==> src/rtl/bsg_nasti_req_arbiter.sv <==
// Round-robin arbiter sharing one NASTI master request path between tunnel requesters.
// Write packets (header + wbeats_p data beats) hold the grant until their final beat is consumed.
module bsg_nasti_req_arbiter #(
  parameter int num_in_p   = 2,
  parameter int width_p    = 32,
  parameter int rw_bit_p   = 31,
  parameter int last_bit_p = 30,
  parameter int wbeats_p   = 8
) (
  input  logic                         clk_i,
  input  logic                         reset_i,
  input  logic [num_in_p-1:0]          req_valid_i,
  input  logic [num_in_p*width_p-1:0]  req_data_i,
  output logic [num_in_p-1:0]          req_yumi_o,
  output logic                         req_valid_o,
  output logic [width_p-1:0]           req_data_o,
  input  logic                         req_yumi_i,
  output logic [num_in_p-1:0]          grant_o,
  output logic                         lock_o,
  output logic                         err_o
);

  localparam int idx_w_lp = (num_in_p > 1) ? $clog2(num_in_p) : 1;
  localparam int cnt_w_lp = $clog2(wbeats_p) + 1;

  typedef enum logic {IDLE, WLOCK} state_e;

  state_e              state_q;
  logic [cnt_w_lp-1:0] cnt_q;
  logic [idx_w_lp-1:0] ptr_q, lock_idx_q;
  logic                err_q;

  logic [idx_w_lp-1:0] sel_idx, scan_idx, cur_idx;
  logic                sel_found, cur_valid, locked, fire, last_beat;
  logic [width_p-1:0]  words [num_in_p];

  function automatic logic [idx_w_lp-1:0] wrap_inc(input logic [idx_w_lp-1:0] i);
    return (i == idx_w_lp'(num_in_p - 1)) ? '0 : i + 1'b1;
  endfunction

  genvar gi;
  generate
    for (gi = 0; gi < num_in_p; gi++) begin : g_req
      assign words[gi]      = req_data_i[gi*width_p +: width_p];
      assign grant_o[gi]    = !reset_i && (locked || sel_found) && (cur_idx == idx_w_lp'(gi));
      assign req_yumi_o[gi] = req_yumi_i && grant_o[gi];
    end
  endgenerate

  // Cyclic search starting at the round-robin pointer; the first valid requester wins.
  always_comb begin
    sel_idx   = '0;
    sel_found = 1'b0;
    scan_idx  = ptr_q;
    for (int k = 0; k < num_in_p; k++) begin
      if (!sel_found && req_valid_i[scan_idx]) begin
        sel_found = 1'b1;
        sel_idx   = scan_idx;
      end
      scan_idx = wrap_inc(scan_idx);
    end
  end

  assign locked      = (state_q == WLOCK);
  assign cur_idx     = locked ? lock_idx_q : sel_idx;
  assign cur_valid   = locked ? req_valid_i[lock_idx_q] : sel_found;
  assign req_valid_o = !reset_i && cur_valid;
  assign req_data_o  = words[cur_idx];
  assign lock_o      = locked;
  assign err_o       = err_q;
  assign fire        = req_yumi_i && req_valid_o;
  assign last_beat   = (cnt_q == cnt_w_lp'(wbeats_p - 1));

  always_ff @(posedge clk_i or posedge reset_i) begin
    if (reset_i) begin
      state_q    <= IDLE;
      cnt_q      <= '0;
      ptr_q      <= '0;
      lock_idx_q <= '0;
      err_q      <= 1'b0;
    end else if (fire) begin
      case (state_q)
        IDLE: begin
          if (req_data_o[rw_bit_p]) begin
            state_q    <= WLOCK;
            lock_idx_q <= sel_idx;
            cnt_q      <= '0;
          end else begin
            ptr_q <= wrap_inc(sel_idx);
          end
        end
        WLOCK: begin
          // Framing is counter-driven; a disagreeing last bit only flags the error.
          if (req_data_o[last_bit_p] != last_beat) err_q <= 1'b1;
          if (last_beat) begin
            state_q <= IDLE;
            ptr_q   <= wrap_inc(lock_idx_q);
            cnt_q   <= '0;
          end else begin
            cnt_q <= cnt_q + 1'b1;
          end
        end
        default: state_q <= IDLE;
      endcase
    end
  end

endmodule

==> config.mk <==
export PLATFORM = sky130hd
export DESIGN_NAME = bsg_nasti_req_arbiter
export DESIGN_NICKNAME = d
export VERILOG_FILES = /design/src/rtl/bsg_nasti_req_arbiter.sv
export SDC_FILE = /design/constraint.sdc
export NUM_CORES = 1
export LEC_CHECK = 0
export CORE_ASPECT_RATIO = 0.9
export CORE_MARGIN = 8
export CORE_UTILIZATION = 61
export DETAILED_ROUTE_END_ITERATION = 7
export DONT_BUFFER_PORTS = 1
export PLACE_DENSITY = 0.77
export SETUP_SLACK_MARGIN = 0.05
export SLEW_MARGIN = 30
export SYNTH_ARGS = -nofsm -noshare
export SYNTH_HDL_FRONTEND = slang
export SYNTH_SLANG_ARGS = --single-unit
==> constraint.sdc <==
create_clock -name clk_i -period 2 [get_ports clk_i]
set_input_delay 0.4 -clock clk_i [delete_from_list [all_inputs] [get_ports clk_i]]
set_output_delay 0.4 -clock clk_i [all_outputs]
set_load 0.05 [all_outputs]
==> results.md <==
- Reg2reg start: lock_o
- Clock insertion delay at the later pin of the skew report: 0.28 ns
- DR WL/cell: 44.3 um
- WP data arrival: 1.81 ns
- CTS buffer count: 3
- Crit path cell chain: nor2b_2 -> o31ai_4 -> buf_6 -> buf_12 -> buf_16 -> mux2_4
- RePlAce Congestion: 0.826
- Min Tclk post-route: 2.21 ns
- RSZ-0062 raised after global routing: true
- R2R depth: 6
- Most common cell after layout, fill and taps aside: mux2_4
- Worst path slowest cell: dfrtp_1
- CTS Buffer Depth: 2
- Clock transition at the registers of the reported paths: 0.07 ns
- DRC: 0
- Top delay family on crit path: flip-flops
- Number of global-route vias before repair: 1,058
- DR vias: 1,124
- Mapped Nets: 168
- Leak: 0.625 nW
- Top_reg_cell synth: dfrtp_1
- H-tree Lvls: 1
- Slew headroom: 0.674
- Drt first pass iters: 6
- Setup TNS: -6.08 ns
- Required time of the worst setup path: 1.60 ns
- Final setup violation count: 37
- Class of the worst hold path: input port to async pin
- Fraction of layout cells with a size suffix above 1: 0.595
- Global-route usage over all layers: 0.312
- Overall Power: 3.39 mW
- Core box area: 1430 um^2
- Drt initial violations: 106
- Final #Nets: 187
- Skew final: 0.00357 ns
- Final ANT Viol Nets: 0
- Slew Viols, Final: 0
- Fraction of registers with async set/reset: 1.00
- Reg2Reg Setup Slack: -0.05 ns
- CTS tree: done
- GRT Residual Overflow: 0
- Yosys warns: 0
- Max VDD drop: 1.81 mV
- First-pass GRT wire length: 7170 um
- Crit path capture type: output port
- Reg-to-reg endpoint: err_o
- FMAX: 452 MHz
- Antenna violations before repair: 0
- CP peak stage delay: 0.42 ns
- Final setup margin: -0.213 ns
- Chip height: 52.9 um
- Final hold vios: 0
- Port bufs: 0
- Largest net degree at the start of global routing: 18
- Startpoint types: flop
- EDFF count, synth: 0
- Antenna Cells: 0
- Commonest cells after routing, fill and taps aside: 32 x mux2_4, 8 x nand2_1, 7 x dfrtp_1, 7 x buf_4
- Status: finished with violations
- Max FO, Critical Path: 5
- Critical path class: flop to output port
- HPWL after DPL: 2830 um
- Cell Area, Synth: 925 um^2
- Seq cells post-synth: 8
- Crit share post-route: 1.11
- Die X: 57.0 um
- Number of library cell types mapped by synthesis: 30
- I/O Pins: 108
- Hold buffers post-CTS: 0
- Row count: 13
- Post-synthesis sequential area ratio: 0.217
- Max-cap viol count: 0
- Average size of a mapped cell: 9.44 um^2
- Failing checks: negative setup slack
- TritonCTS sink count: 8
- Worst-Margin Slew: 0.488 ns
- Gate Count Post-Synth: 98
- Power per cell area: 2450 nW/um^2
- Vias per cell: 8.58
- Initial Util: 0.646
- Area Overhead vs Synth: 49.3%
- Die area: 3020 um^2
- Root buf cell: clkbuf_4
- Routed Wire Length: 5810 um
- Buf/Inv on CP: 3
==> metrics by stage <==
stage                     cells  cell area (um^2)  worst slack (ns)  hold slack, ns  utilization
after floorplan              98               952           -0.0478           0.229            -
after global placement      118              1070             0.130           0.294        0.747
after detailed placement    118              1070            0.0937           0.300        0.747
after CTS                   131              1370            -0.117          0.0270        0.955
after global routing        131              1380            -0.222          0.0440        0.964
final                       131              1380            -0.213          0.0200        0.964
==> worst max path at each step <==
stage,startpoint,end,depth (start not counted)
after floorplan,lock_o,req_data_o[0],3
after global placement,req_valid_i[0],req_data_o[15],4
after detailed placement,req_valid_i[0],err_o,6
after CTS,lock_o,req_data_o[4],5
after global routing,lock_idx_q,req_data_o[27],6
final,ptr_q,req_data_o[27],6
==> power by group <==
part	total [mW]	leakage, nW	switching (mW)	internal (mW)
logic	2.92	0.524	1.80	1.12
clock network	0.160	0.0150	0.0826	0.0776
registers	0.303	0.0853	0.0818	0.221
total	3.39	0.625	1.96	1.42
==> registers in the layout (all words and copies together) (netlist names) <==
name	count
ptr_q	1
lock_o	1
cnt_q	4
lock_idx_q	1
err_o	1
==> routing by layer <==
layer / vias to the layer above / share of wire / track usage
li1: 401 / - / -
met4: 0 / 0.057 / 0.0938
met3: 40 / 0.17 / 0.115
met1: 513 / 0.29 / 0.344
met2: 170 / 0.49 / 0.552
met5: - / 0 / 0
==> cells in the mapped netlist, drive strengths merged, types with 2 or more instances <==
cell / count / area, um^2
o21ai: 2 / 10.0
nand2b: 2 / 12.5
mux2: 33 / 375
nand3: 5 / 25.0
and2: 2 / 12.5
nor2: 5 / 18.8
nand2: 8 / 30.0
dfrtp: 8 / 200
o41ai: 2 / 25.0
a21oi: 5 / 25.0
buf: 3 / 15.0
nor3: 4 / 25.0
inv: 4 / 15.0
nor2b: 2 / 12.5
o31ai: 2 / 28.8
a22o: 2 / 17.5
==> what timing repair did <==
action	CTS	global route
pin swaps	1	4
cloned	3	1
setup buffers	6	0
gates resized for setup	39	6
setup endpoints to repair	34	40
==> logic make-up after synthesis <==
logic type      synth area share
compound gates             0.149
xor+xnor                 0.00947
fa+ha+maj                 0.0135
buf+inv                   0.0365
flops                      0.217
mux                        0.417
simple gates               0.158
==> cell type report <==
| type | count | area, um^2 |
|---|---|---|
| Fill cell | 28 | 51.3 |
| Inverter | 4 | 17.5 |
| Multi-Input combinational cell | 82 | 850 |
| Tap cell | 15 | 18.8 |
| Clock buffer | 4 | 26.3 |
| Timing Repair Buffer | 18 | 267 |
| Sequential cell | 8 | 201 |
No activity file was read; power rests on OpenSTA's default activity.
